## src/rtl/obi_arbiter.sv

```systemverilog
// Round-robin arbiter that merges several OBI managers onto one subordinate port.
// Response routing uses an in-order ID FIFO, which bounds how many transactions can be outstanding.
module obi_arbiter #(
  parameter int unsigned NUM_PORTS       = 2,
  parameter int unsigned ADDR_WIDTH      = 32,
  parameter int unsigned DATA_WIDTH      = 32,
  parameter int unsigned MAX_OUTSTANDING = 2,
  localparam int unsigned BE_WIDTH       = DATA_WIDTH / 8
) (
  input  logic                             clk_i,
  input  logic                             rst_ni,
  input  logic [NUM_PORTS-1:0]             m_req_i,
  input  logic [NUM_PORTS-1:0]             m_we_i,
  input  logic [NUM_PORTS*ADDR_WIDTH-1:0]  m_addr_i,
  input  logic [NUM_PORTS*BE_WIDTH-1:0]    m_be_i,
  input  logic [NUM_PORTS*DATA_WIDTH-1:0]  m_wdata_i,
  output logic [NUM_PORTS-1:0]             m_gnt_o,
  output logic [NUM_PORTS-1:0]             m_rvalid_o,
  output logic [DATA_WIDTH-1:0]            m_rdata_o,
  output logic                             s_req_o,
  output logic                             s_we_o,
  output logic [ADDR_WIDTH-1:0]            s_addr_o,
  output logic [BE_WIDTH-1:0]              s_be_o,
  output logic [DATA_WIDTH-1:0]            s_wdata_o,
  input  logic                             s_gnt_i,
  input  logic                             s_rvalid_i,
  input  logic [DATA_WIDTH-1:0]            s_rdata_i,
  output logic                             err_o
);

  localparam int unsigned IdxW = $clog2(NUM_PORTS);
  localparam int unsigned PtrW = (MAX_OUTSTANDING > 1) ? $clog2(MAX_OUTSTANDING) : 1;
  localparam int unsigned CntW = $clog2(MAX_OUTSTANDING + 1);

  logic [IdxW-1:0] ptr_q, ptr_d;
  logic            locked_q, locked_d;
  logic [IdxW-1:0] lock_idx_q, lock_idx_d;
  logic [CntW-1:0] count_q, count_d;
  logic [PtrW-1:0] wptr_q, wptr_d, rptr_q, rptr_d;
  logic            err_q, err_d;
  logic [IdxW-1:0] fifo_q [MAX_OUTSTANDING];

  logic [IdxW-1:0] sel_rr, sel, head, rr_cand;
  logic            rr_found;
  logic            handshake, pop;

  // Lowest requesting index at or above ptr, wrapping at NUM_PORTS.
  always_comb begin
    sel_rr   = ptr_q;
    rr_found = 1'b0;
    rr_cand  = '0;
    for (int unsigned k = 0; k < NUM_PORTS; k++) begin
      rr_cand = IdxW'((32'(ptr_q) + k) % NUM_PORTS);
      if (!rr_found && m_req_i[rr_cand]) begin
        rr_found = 1'b1;
        sel_rr   = rr_cand;
      end
    end
  end

  assign sel       = locked_q ? lock_idx_q : sel_rr;
  assign s_req_o   = rst_ni & (|m_req_i) & (count_q < CntW'(MAX_OUTSTANDING));
  assign handshake = s_req_o & s_gnt_i;
  assign pop       = rst_ni & s_rvalid_i & (count_q != '0);
  assign head      = fifo_q[rptr_q];

  assign s_we_o    = m_we_i[sel];
  assign s_addr_o  = m_addr_i[sel*ADDR_WIDTH +: ADDR_WIDTH];
  assign s_be_o    = m_be_i[sel*BE_WIDTH +: BE_WIDTH];
  assign s_wdata_o = m_wdata_i[sel*DATA_WIDTH +: DATA_WIDTH];
  assign m_rdata_o = s_rdata_i;
  assign err_o     = err_q;

  always_comb begin
    m_gnt_o          = '0;
    m_gnt_o[sel]     = handshake;
    m_rvalid_o       = '0;
    m_rvalid_o[head] = pop;
  end

  always_comb begin
    ptr_d      = ptr_q;
    locked_d   = locked_q;
    lock_idx_d = lock_idx_q;
    if (handshake) begin
      locked_d = 1'b0;
      ptr_d    = (sel == IdxW'(NUM_PORTS - 1)) ? '0 : sel + 1'b1;
    end else if (s_req_o) begin
      // Freeze the address phase until the subordinate grants it.
      locked_d   = 1'b1;
      lock_idx_d = sel;
    end
  end

  always_comb begin
    count_d = count_q + CntW'(handshake) - CntW'(pop);
    wptr_d  = wptr_q;
    rptr_d  = rptr_q;
    if (handshake) begin
      wptr_d = (wptr_q == PtrW'(MAX_OUTSTANDING - 1)) ? '0 : wptr_q + 1'b1;
    end
    if (pop) begin
      rptr_d = (rptr_q == PtrW'(MAX_OUTSTANDING - 1)) ? '0 : rptr_q + 1'b1;
    end
    err_d = err_q | (s_rvalid_i & (count_q == '0));
  end

  always_ff @(posedge clk_i or negedge rst_ni) begin
    if (!rst_ni) begin
      ptr_q      <= '0;
      locked_q   <= 1'b0;
      lock_idx_q <= '0;
      count_q    <= '0;
      wptr_q     <= '0;
      rptr_q     <= '0;
      err_q      <= 1'b0;
    end else begin
      ptr_q      <= ptr_d;
      locked_q   <= locked_d;
      lock_idx_q <= lock_idx_d;
      count_q    <= count_d;
      wptr_q     <= wptr_d;
      rptr_q     <= rptr_d;
      err_q      <= err_d;
    end
  end

  // Storage needs no reset: only entries between rptr and wptr are ever read.
  always_ff @(posedge clk_i) begin
    if (handshake) begin
      fifo_q[wptr_q] <= sel;
    end
  end

endmodule

```

## config.mk

```make
export PLATFORM = sky130hd
export DESIGN_NAME = obi_arbiter
export DESIGN_NICKNAME = d
export VERILOG_FILES = /design/src/rtl/obi_arbiter.sv
export SDC_FILE = /design/constraint.sdc
export NUM_CORES = 1
export LEC_CHECK = 0
export CORE_MARGIN = 8
export CORE_UTILIZATION = 37
export DETAILED_ROUTE_END_ITERATION = 12
export GPL_TIMING_DRIVEN = 1
export PLACE_DENSITY = 0.95
export SLEW_MARGIN = 15
export SYNTH_ARGS = -nofsm -noshare
export SYNTH_HDL_FRONTEND = slang
export SYNTH_SLANG_ARGS = --single-unit
```

## constraint.sdc

```tcl
create_clock -name clk_i -period 3.2 [get_ports clk_i]
set_input_delay 0.48 -clock clk_i [delete_from_list [all_inputs] [get_ports clk_i]]
set_output_delay 0.48 -clock clk_i [all_outputs]
set_load 0.02 [all_outputs]
```

After elaboration in Yosys (flattened, before gate mapping) --
Memories as Yosys holds them, arrays and structs flattened. Index checks and enable logic that the tools add are counted.
Word-level totals: register bits after elaboration 8, RAM bits 2, input bits 176, output and inout port bits 107, memories 1
Cells by class: add/sub/neg operators 6, magnitude comparators 7, shifts and indexed selects 3, mux-type cells 20, bitwise gates (word level) 10, reduce and logical (&&, ||, !) cells 9
Memories:
- fifo_q | depth 2, width 1, rd ports 1, clocked after memory_dff 0, write ports 1, RTL line 41 | logic [IdxW-1:0] fifo_q [MAX_OUTSTANDING];
Operators with widths (number):
- indexed part select 64 x 7 -> 32 bit | 2
- 2-to-1 mux 1 bit | 18
- less-than comparator 1 x 2 -> 1 bit, second input constant | 4
- indexed part select 8 x 4 -> 4 bit | 1
- AND 1 bit | 6
- adder 1 bit, second input constant | 4
- AND 2 bit | 2
- nonzero test 2 bit | 2
- logical AND 1 bit | 3
- adder 2 x 1 -> 2 bit | 1
- demux 1 bit (select 1 bit) | 2
- >= comparator 1 bit, second input constant | 2
- zero test 2 bit | 1
- less-than comparator 2 bit, second input constant | 1
- AND reduction 2 bit | 1
- OR reduction 2 bit | 1
- subtractor 2 x 1 -> 2 bit | 1
- zero test 1 bit | 1
- NOT 1 bit | 1
- bitwise OR 1 bit | 1

Logic depth before layout (Yosys ltp) --
depth in word-level cells 12, depth in mapped cells 6, depth with buffers taken out 6

Worst setup path before layout --
OpenSTA, ideal clock, no wires.
path kind input port to output port, start in m_req_i[0], end out s_addr_o[10], arrival 1.777 ns, data required time 2.720 ns, path slack 0.943 ns, cell stages on the path 4, path buffers 1, cell sequence and2b_2 o21ai_2 clkbuf_2 o311ai_0
Between the ends: word-level cells in the longest chain between the ends 8, elaborated cells between the ends (all ways) 10, those cells by class shift (1); mux (7); reduce/logical (2)
RTL lines:
- from (decl) | RTL line 12 | input logic [NUM_PORTS-1:0] m_req_i,
- 2-to-1 mux 1 bit (implied by the code) (2 in series) | RTL line 54 | if (!rr_found && m_req_i[rr_cand]) begin
- 2-to-1 mux 1 bit | RTL line 54
- zero test 1 bit | RTL line 54
- logical AND 1 bit (*) | RTL line 54
- 2-to-1 mux 1 bit (*) | RTL line 54
- 2-to-1 mux 1 bit (*) | RTL line 61 | assign sel = locked_q ? lock_idx_q : sel_rr;
- indexed part select 64 x 7 -> 32 bit (*) | RTL line 68 | assign s_addr_o = m_addr_i[sel*ADDR_WIDTH +: ADDR_WIDTH];
- to (decl) | RTL line 22 | output logic [ADDR_WIDTH-1:0] s_addr_o,
Every way passes the cells marked *; elsewhere a longest branch is shown, timed or not. The select of a mux whose other input is x is not followed.

Final worst setup path --
start in m_req_i[1], end out s_wdata_o[8]
Between the ends: word-level cells in the longest chain between the ends 8, elaborated cells between the ends (all ways) 10, those cells by class shift (1); mux (7); reduce/logical (2)
RTL lines:
- 2-to-1 mux 1 bit (implied by the code) (2 in series) | RTL line 54
- 2-to-1 mux 1 bit | RTL line 54
- zero test 1 bit | RTL line 54
- logical AND 1 bit (*) | RTL line 54
- 2-to-1 mux 1 bit (*) | RTL line 54
- 2-to-1 mux 1 bit (*) | RTL line 61
- indexed part select 64 x 7 -> 32 bit (*) | RTL line 70 | assign s_wdata_o = m_wdata_i[sel*DATA_WIDTH +: DATA_WIDTH];
- to (decl) | RTL line 24 | output logic [DATA_WIDTH-1:0] s_wdata_o,
Marks and branches as above.

==> flow_metrics.tcl <==
set metrics [dict create \
    status "finished clean" \
    path_clk_slew_ns 0.05 \
    die_area_um2 12800 \
    power_density_nw_per_um2 898 \
    wl_mm 15.6 \
    die_y_um 113 \
    finalSetupTns_ns 0 \
    track_usage_pct 22.7 \
    required_ns 2.72 \
    ios 283 \
    tightest_slew_ns 0.691 \
    clockBufferDepth 2 \
    clockRootBuffer "clkbuf_8" \
    hold_violations 0 \
    start_util_pct 37.8 \
    rr_endpoint "count_q[1]$_DFF_PN0_" \
    ff2ff_path_depth 6 \
    synth_area_um2 3480 \
    critPathLaunchType "primary input" \
    fin_worst_skew_ns 0.00148 \
    r2r_slack_ns 1.48 \
    cp.arrival_ns 2.61 \
    port_buffers 218 \
    syn-num-nets 679 \
    grt_pass1_wl_mm 24.5 \
    synth_edf_count 2 \
    final_cells 745 \
    wl_per_cell_um 21.0 \
    cts_tree "done" \
    ir_drop_mv 0.560 \
    path_cells "clkdlybuf4s50_1 > or2b_1 > o21ai_4 > buf_12 > o311ai_0 > clkdlybuf4s50_1" \
    layout_common_cells "clkdlybuf4s50_1, inv_1, and3_1, a31oi_1, o2111ai_1" \
    layout-drive-gt1-share_pct 4.73 \
    synthCells 502 \
    worst_path_max_delay_cell "clkdlybuf4s50_1" \
    min_period_ns 3.09 \
    path_max_fanout 46 \
    ant_nets 0 \
    regToRegStartpoint "count_q[1]$_DFF_PN0_" \
    nets 812 \
    hold_ws_ns 0.462 \
    cts_sinks 10 \
    relSlewSlack_pct 54.0 \
    cp_slowest_stage_delay_ns 0.72 \
    path_class "primary input to primary output" \
    setup_slack_ns 0.114 \
    grt_max_degree 124 \
    drt-vias-per-instance 6.68 \
    final_common_cell "clkdlybuf4s50_1" \
    core_um2 9200 \
    endpoint_kind "primary output" \
    place_ws_ns 0.117 \
    ys_seq_elements 10 \
    diodes 0 \
    vias 4973 \
    antenna_found_initial 0 \
    insertion_delay_ns 0.23 \
    synth_area_per_cell_um2 6.92 \
    rsz0062_at_grt "false" \
    grt-ovfl-total 0 \
    synth-warning-count 0 \
    critPathLaunch "m_req_i[1]" \
    cp_num_cells 6 \
    area_delta_synth_final_pct 58.8 \
    route.detailed.drc 0 \
    synth_seq_area_share_pct 7.49 \
    cts-htree-levels 1 \
    dp.cells 741 \
    max_freq_mhz 324 \
    first_pass_iters 5 \
    ys_dominant_reg_cell "dfrtp_1" \
    drt_iter0_drc 586 \
    finalCritPeriodShare_pct 96.4 \
    setup_viol_count_final 0 \
    hp-class "flop to flop" \
    postCtsHoldBufs 0 \
    cp-endpoint "s_wdata_o[8]" \
    dieWidth_um 113 \
    fp-row-count 35 \
    path_common_cell "clkdlybuf4s50_1" \
    path_buf_inv 3 \
    async_flop_share_pct 80.0 \
    drv_cap 0 \
    final_util_pct 60.0 \
    crit_family "buffers and inverters" \
    slew_viol_final 0 \
    grt_pass1_vias 4853 \
    synth_cell_type_count 37 \
    cts_made_buffers 3 \
    p_leak_nw 2.25 \
    hpwlAfterDp_mm 11.6 \
    place.gp.congestion 0.837 \
    fillerInstances 768 \
]
-- metal layers --
layer	routed length, um	up-vias	global-route usage [%]
met5	0	-	0
met4	732	0	11.5
met3	1680	66	6.76
met2	7470	335	39.5
met1	5730	2303	24.4
li1	-	2269	-
-- synth_stat cells, types with 2 or more instances --
master,count,area [um^2]
mux2i_1,2,20.0
buf_2,28,140
and3_1,70,438
inv_1,70,263
inv_2,2,7.51
o211ai_1,2,15.0
nor2b_1,3,18.8
o311ai_0,29,254
o2111ai_1,69,604
dfrtp_1,8,200
edfxtp_1,2,60.1
nand2b_1,2,12.5
buf_6,5,56.3
o311ai_1,40,350
a31oi_1,70,438
clkbuf_2,6,30.0
xnor2_1,4,35.0
nor2_1,6,22.5
clkbuf_1,32,120
buf_4,35,263
-- worst reg2reg max path, delay by kind of cell (launching register included) --
kind | cells | cell delay, ns
xor+xnor | 3 | 0.48
fa+ha+maj | 1 | 0.22
simple gates | 2 | 0.47
flops | 1 | 0.43
-- power by group --
| part | internal, W | switching [W] |
|---|---|---|
| sequential | 0.000190 | 0.0000641 |
| combinational | 0.00202 | 0.00255 |
| clock | 0.0000840 | 0.0000492 |
| total | 0.00229 | 0.00266 |
-- how the worst min path moves through the flow --
stage | startpoint | slack (ns) | to | cells after the start
after floorplan | rst_ni | 0.18 | count_q[0]$_DFF_PN0_ | 0
final | err_o$_DFF_PN0_ | 0.46 | err_o$_DFF_PN0_ | 1
after global routing | err_o$_DFF_PN0_ | 0.49 | err_o$_DFF_PN0_ | 1
after detailed placement | err_o$_DFF_PN0_ | 0.45 | err_o$_DFF_PN0_ | 1
after CTS | err_o$_DFF_PN0_ | 0.46 | err_o$_DFF_PN0_ | 1
after global placement | err_o$_DFF_PN0_ | 0.44 | err_o$_DFF_PN0_ | 1
-- registers in the layout, summed over array words and instances (netlist names) --
name,cells
locked_q,1
wptr_q,1
err_o,1
count_q,2
lock_idx_q,1
rptr_q,1
fifo_q,2
ptr_q,1
-- metrics by stage --
step                total power, W  cell area (um^2)
detailed placement         0.00480              5470
CTS                        0.00495              5520
floorplan                  0.00302              3480
global placement           0.00469              5470
finish                     0.00495              5520
global route               0.00528              5520
-- cell families (layout without fill, tap and decap cells) --
family          count (synthesis)  count (layout)  synth area share, %
compound gates                216             216                 49.2
buf+inv                       179             311                 25.4
simple gates                   89              89                 15.7
flops                          10              10                 7.49
xor+xnor                        5               5                 1.26
mux                             2               2                0.576
fa+ha+maj                       1               1                0.360
-- cell type report --
class | instances | area (um^2) | share of cell area, %
Inverter | 72 | 270 | 4.90
Tap cell | 111 | 139 | 2.52
Clock inverter | 1 | 3.75 | 0.0680
Multi-Input combinational cell | 313 | 2350 | 42.6
Clock buffer | 3 | 41.3 | 0.748
Timing Repair Buffer | 235 | 2450 | 44.4
Sequential cell | 10 | 265 | 4.81
-- timing repair --
action / CTS / global route
resized for setup: 0 / 1
endpoints found under the hold margin: 0 / 0
setup buffers: 0 / 0
setup endpoints to repair: 0 / 1
Power figures use the tool's default switching activity.
